File: src/rtl/tap_controller.sv
// tap_controller -- IEEE 1149.1 TAP state machine with its instruction register.
//
// Ports:
//   tck_i            test clock; state, IR shift and instruction update on rising edge
//   trst_ni          asynchronous active-low test reset
//   tms_i            test mode select, sampled on rising tck_i
//   tdi_i            serial test data in
//   drTdo_i          serial out of the currently selected data register (muxed outside)
//   tdo_o            serial test data out, launched on falling tck_i
//   tdoEnable_o      high while tdo_o carries shift data
//   state_o          current TAP state (0..15, TLR..UPD_IR)
//   irInstruction_o  active instruction for the instruction decoder
//   captureDR_o      high in Capture-DR
//   shiftDR_o        high in Shift-DR
//   updateDR_o       high in Update-DR
//   testLogicReset_o high in Test-Logic-Reset

package tap_pkg;
  parameter int unsigned instruction_width = 4;
  parameter logic [instruction_width-1:0] BYPASS = '1;
endpackage

module tap_controller #(
  parameter int unsigned IR_WIDTH = tap_pkg::instruction_width,
  parameter logic [IR_WIDTH-1:0] IR_RESET = tap_pkg::BYPASS
) (
  input  logic                tck_i,
  input  logic                trst_ni,
  input  logic                tms_i,
  input  logic                tdi_i,
  input  logic                drTdo_i,
  output logic                tdo_o,
  output logic                tdoEnable_o,
  output logic [3:0]          state_o,
  output logic [IR_WIDTH-1:0] irInstruction_o,
  output logic                captureDR_o,
  output logic                shiftDR_o,
  output logic                updateDR_o,
  output logic                testLogicReset_o
);

  typedef enum logic [3:0] {
    TLR    = 4'd0,
    RTI    = 4'd1,
    SEL_DR = 4'd2,
    CAP_DR = 4'd3,
    SH_DR  = 4'd4,
    EX1_DR = 4'd5,
    PAU_DR = 4'd6,
    EX2_DR = 4'd7,
    UPD_DR = 4'd8,
    SEL_IR = 4'd9,
    CAP_IR = 4'd10,
    SH_IR  = 4'd11,
    EX1_IR = 4'd12,
    PAU_IR = 4'd13,
    EX2_IR = 4'd14,
    UPD_IR = 4'd15
  } tap_state_e;

  // Fixed pattern captured into the IR: the two LSBs 01 let a board-level
  // scan verify IR chain integrity.
  localparam logic [IR_WIDTH-1:0] IR_CAPTURE = IR_WIDTH'(2'b01);

  tap_state_e          state;
  tap_state_e          next_state;
  logic [IR_WIDTH-1:0] ir_shift;

  always_ff @(posedge tck_i or negedge trst_ni) begin
    if (!trst_ni) begin
      state <= TLR;
    end else begin
      state <= next_state;
    end
  end

  // The DR and IR columns of the diagram are symmetric; holding TMS high
  // always funnels back towards TLR within five edges.
  always_comb begin
    next_state       = state;
    captureDR_o      = 1'b0;
    shiftDR_o        = 1'b0;
    updateDR_o       = 1'b0;
    testLogicReset_o = 1'b0;
    case (state)
      TLR:     next_state = tms_i ? TLR    : RTI;
      RTI:     next_state = tms_i ? SEL_DR : RTI;
      SEL_DR:  next_state = tms_i ? SEL_IR : CAP_DR;
      CAP_DR:  next_state = tms_i ? EX1_DR : SH_DR;
      SH_DR:   next_state = tms_i ? EX1_DR : SH_DR;
      EX1_DR:  next_state = tms_i ? UPD_DR : PAU_DR;
      PAU_DR:  next_state = tms_i ? EX2_DR : PAU_DR;
      EX2_DR:  next_state = tms_i ? UPD_DR : SH_DR;
      UPD_DR:  next_state = tms_i ? SEL_DR : RTI;
      SEL_IR:  next_state = tms_i ? TLR    : CAP_IR;
      CAP_IR:  next_state = tms_i ? EX1_IR : SH_IR;
      SH_IR:   next_state = tms_i ? EX1_IR : SH_IR;
      EX1_IR:  next_state = tms_i ? UPD_IR : PAU_IR;
      PAU_IR:  next_state = tms_i ? EX2_IR : PAU_IR;
      EX2_IR:  next_state = tms_i ? UPD_IR : SH_IR;
      UPD_IR:  next_state = tms_i ? SEL_DR : RTI;
      default: next_state = TLR;
    endcase
    captureDR_o      = (state == CAP_DR);
    shiftDR_o        = (state == SH_DR);
    updateDR_o       = (state == UPD_DR);
    testLogicReset_o = (state == TLR);
  end

  // IR shift stage: loads the capture pattern leaving CAP_IR, shifts towards
  // bit 0 in SH_IR, and is frozen everywhere else (including the pause states).
  always_ff @(posedge tck_i or negedge trst_ni) begin
    if (!trst_ni) begin
      ir_shift <= '0;
    end else if (state == CAP_IR) begin
      ir_shift <= IR_CAPTURE;
    end else if (state == SH_IR) begin
      ir_shift <= {tdi_i, ir_shift[IR_WIDTH-1:1]};
    end
  end

  // The active instruction only changes in UPD_IR, so a partially shifted
  // value never reaches the decoder; TLR forces the reset instruction.
  always_ff @(posedge tck_i or negedge trst_ni) begin
    if (!trst_ni) begin
      irInstruction_o <= IR_RESET;
    end else if (state == TLR) begin
      irInstruction_o <= IR_RESET;
    end else if (state == UPD_IR) begin
      irInstruction_o <= ir_shift;
    end
  end

  // TDO launches on the falling edge so the downstream device sees half a
  // cycle of setup before its own rising-edge sample.
  always_ff @(negedge tck_i or negedge trst_ni) begin
    if (!trst_ni) begin
      tdo_o       <= 1'b0;
      tdoEnable_o <= 1'b0;
    end else if (state == SH_IR) begin
      tdo_o       <= ir_shift[0];
      tdoEnable_o <= 1'b1;
    end else if (state == SH_DR) begin
      tdo_o       <= drTdo_i;
      tdoEnable_o <= 1'b1;
    end else begin
      tdo_o       <= 1'b0;
      tdoEnable_o <= 1'b0;
    end
  end

  assign state_o = state;

endmodule
File: config.mk
export PLATFORM = sky130hd
export DESIGN_NAME = tap_controller
export DESIGN_NICKNAME = d
export VERILOG_FILES = /design/src/rtl/tap_controller.sv
export SDC_FILE = /design/constraint.sdc
export NUM_CORES = 1
export LEC_CHECK = 0
export CORE_UTILIZATION = 40
export DETAILED_ROUTE_END_ITERATION = 8
export GPL_ROUTABILITY_DRIVEN = 0
export GPL_TIMING_DRIVEN = 0
export PLACE_DENSITY = 0.67
export SYNTH_ARGS = -nofsm -noshare
export SYNTH_HDL_FRONTEND = slang
export SYNTH_SLANG_ARGS = --single-unit
File: constraint.sdc
create_clock -name tck_i -period 1.52 [get_ports tck_i]
set_input_delay 0.304 -clock tck_i [delete_from_list [all_inputs] [get_ports tck_i]]
set_output_delay 0.304 -clock tck_i [all_outputs]
set_load 0.05 [all_outputs]
==> reports/qor_table.md <==
| Stage | Metric | This run |
|---|---|---|
| timing | Final setup violation count | 8 |
| floorplan | Number of standard-cell rows in the floorplan | 15 |
| yosys | Simple-Gate Fraction of Synth Area | 25.6% |
| clock network | TritonCTS Sinks | 14 |
| floorplan | Core Area | 1760 sq um |
| job | Max-cap viol count | 0 |
| yosys | Dominant combinational cell family by area after synthesis | simple AND/OR/NAND/NOR gates |
| yosys | Compound-Gate Fraction of Synth Area | 20.9% |
| layout | Synth-to-layout area growth | 62.7% |
| drt | Overall via count from detail_route | 813 |
| layout | Layout cells sized above 1 | 47.5% |
| global route | Global-route wire length before repair | 3.64 mm |
| worst setup path | Max incr delay on CP | 0.41 ns |
| timing | Final count of hold timing violations | 0 |
| worst setup path | Crit Path Class | flop to output pin |
| global route | Initial antenna violation count | 0 |
| global route | Maximum number of pins on one net before global-route repair | 15 |
| drt | Drt first pass iters | 4 |
| drt | Number of remaining DRC errors | 0 |
| layout | Antenna fix cells | 0 |
| yosys | Number of warnings reported in the yosys synthesis log | 0 |
| timing | Worst-Margin Slew | 0.627 ns |
| yosys | Adder-cell share of the synthesized area | 0% |
| place | Number of placed instances with taps included | 129 |
| timing | Tightest slew margin relative to the limit | 58.2% |
| yosys | Synthesized netlist net count | 91 |
| layout | Post-layout nets | 126 |
| yosys | Proportion of synthesized chip area in sequential cells | 46.1% |
| clock network | Maximum level of the CTS H-tree | 1 |
| drt | Via density per instance | 5.61 |
| yosys | Yosys top cell by area | dfrtp_1 |
| worst setup path | Dominant delay contributor by cell family on the critical path | flip-flops |
| worst setup path | Endpoint required time on the critical path | 1.22 ns |
| layout | Most frequent cells in the layout | buf_6, buf_4, nand2_1 |
| power and ir drop | Areal power density over the cells | 2530 nW/um^2 |
| worst setup path | Flop2flop setup slack | -0.32 ns |
| worst setup path | Worst R2R Start | state_o[3] |
| floorplan | DIE AREA | 2110 sq um |
| drt | Total wirelength of the detailed-routed design | 2.34 mm |
| yosys | Cell area after synthesis | 771 sq um |
| timing | RSZ-0062 raised after global routing | true |
| worst setup path | Critical register-to-register path endpoint | tdo_o |
| drt | Wire per inst | 16.1 um |
| yosys | Mux share of post-synthesis cell area | 0% |
| yosys | Count of different cell masters after synthesis | 30 |
| power and ir drop | Total Power Consumption | 3170 uW |
| worst setup path | Worst Reg2Reg Path Length in Cells | 4 |
| yosys | Dominant cells by area after synthesis | dfrtp_1, dfstp_2, o21ai_0 |
| timing | Clock Skews | 0.00817 ns |
| worst setup path | Cell chain of the critical path | buf_6 |
| clock network | Reg clk slew, reported paths | 0.10 ns |
| yosys | Synthesized-area fraction occupied by xor and xnor cells | 1.14% |
| timing | Setup slack of the critical path after layout | -0.406 ns |
| drt | Iteration-0 DRC Markers | 38 |
| outcome | Failing checks | setup timing |
| yosys | Post-synthesis sequential element count | 14 |
| worst setup path | Buffers & Inverters on Critical Path | 1 |
| drt | DR WL met2 | 1.12 mm |
| layout | Filler instances | 140 |
| place | Sum of net half-perimeters after detailed placement | 1.30 mm |
| place | Total of buffers placed on input and output ports | 18 |
| worst setup path | Data arrival time of the critical path | 1.62 ns |
| yosys | Cell count after synthesis | 86 |
| drt | Antenna viol nets, final | 0 |
| worst setup path | Startpoint kind of the worst setup timing path | flop |
| clock network | Maximum buffer depth of the clock tree | 2 |
| min path | Worst hold path class | primary input to asynchronous set/reset pin |
| drt | Routed wl met3 | 146 um |
| clock network | Post-cts hold buffer count | 0 |
| global route | Grt ovf | 0 |
| floorplan | Ports placed on the boundary | 19 |
| power and ir drop | Total leakage power | 0.000545 uW |
| clock network | Clock root buffer | clkbuf_4 |
| worst setup path | Crit. End Element | output pin |
| power and ir drop | Worst VDD drop | 1720 uV |
| clock network | Number of clock buffers inserted by TritonCTS | 3 |
| global route | Number of global-route vias before repair | 808 |
| yosys | Post-synthesis average cell area | 8.96 sq um |
| drt | Topmost layer with routed signal wires | met4 |
| outcome | Status | complete, but fails checks |
| floorplan | Starting utilization of the core area | 43.7% |
| layout | Non-Filler Instances | 145 |
| yosys | Proportion of netlist area held by the largest area contributor | 26.0% |
| worst setup path | Largest driver fanout on the critical path | 1 |
| global route | GR Util All Layers | 25.0% |
| timing | Slew Viols, Final | 0 |
| clock network | CTS tree | built |
| clock network | Clock latency on the worst-skew pair | 0.29 ns |
| floorplan | Die height | 45.9 um |
| drt | Routed met1 length | 994 um |
| worst setup path | Crit path max-delay cell type | dfrtn_1 |
| worst setup path | Cell depth of the worst setup path | 1 |
| floorplan | Die span in x | 45.9 um |
==> state kept, by name, indices dropped and copies added (netlist names) <==
name / cells
irInstruction_o: 4
ir_shift: 4
state_o: 4
tdoEnable_o: 1
tdo_o: 1
==> through the flow <==
step | setup slack [ns] | area (sq um) | utilization, % | setup TNS [ns] | hold slack (ns)
finish | -0.406 | 1250 | 71.1 | -2.26 | 0.121
global placement | -0.705 | 1030 | 58.7 | -5.52 | 0.495
CTS | -0.405 | 1230 | 69.6 | -2.27 | 0.148
global route | -0.424 | 1250 | 71.1 | -2.61 | 0.177
floorplan | -0.553 | 823 | - | -2.37 | 0.00841
detailed placement | -0.708 | 1030 | 58.7 | -5.70 | 0.500
==> per-layer routing <==
layer	vias to the layer above	track usage [%]
li1	377	-
met5	-	0
met4	0	15.9
met3	8	5.95
met1	385	30.3
met2	43	39.2
==> cells in the mapped netlist (all sizes together) <==
library cell and instances:
xnor2 1, or2 1, a211oi 1, nand2b 4, dfrtp 8, nor3 5, dfstp 4, buf 7
a22o 1, inv 2, and4 1, a221oi 1, a22oi 4, and3 2, dfrtn 2, nand3b 3
nand2 8, o311ai 1, o32ai 1, a32o 1, nor4 1, o21ai 11, a211o 1, nor2 6
nand3 3, nor2b 3, a21oi 3
==> worst max-delay path by stage <==
stage	slack, ns	end	start
after floorplan	-0.55	tdoEnable_o	state_o[0]
after global placement	-0.70	tdoEnable_o	tdoEnable_o
after detailed placement	-0.71	tdo_o	tdo_o
after CTS	-0.41	tdoEnable_o	tdoEnable_o
after global routing	-0.42	tdoEnable_o	tdoEnable_o
final	-0.41	tdoEnable_o	tdoEnable_o
==> final cells by class <==
cell class | instances | area (sq um) | area share (%)
Timing Repair Buffer | 30 | 283 | 22.6
Buffer | 7 | 76.3 | 6.09
Clock buffer | 4 | 36.3 | 2.89
Sequential cell | 14 | 360 | 28.7
Multi-Input combinational cell | 63 | 457 | 36.4
Inverter | 2 | 10.0 | 0.798
Tap cell | 25 | 31.3 | 2.50
==> cell families after synthesis <==
| group | count (synthesis) |
|---|---|
| and+or+nand+nor | 37 |
| DFF | 14 |
| xor gates and xnor gates | 1 |
| buffers and inverters | 9 |
| AOI/OAI and AO/OA | 25 |
==> power breakdown <==
group	total [uW]	switching, uW	internal, uW
Sequential	702	159	543
Clock	288	142	146
Combinational	2180	1250	929
Total	3170	1550	1620
==> what timing repair did <==
action / 4_1_cts / 5_1_grt
setup buffers: 10 / 2
endpoints found under the hold margin: 0 / 0
pin swaps: 2 / 3
endpoints found under the setup margin: 18 / 17
resized for setup: 81 / 20
Note: power is estimated with default switching activity, not from simulation.
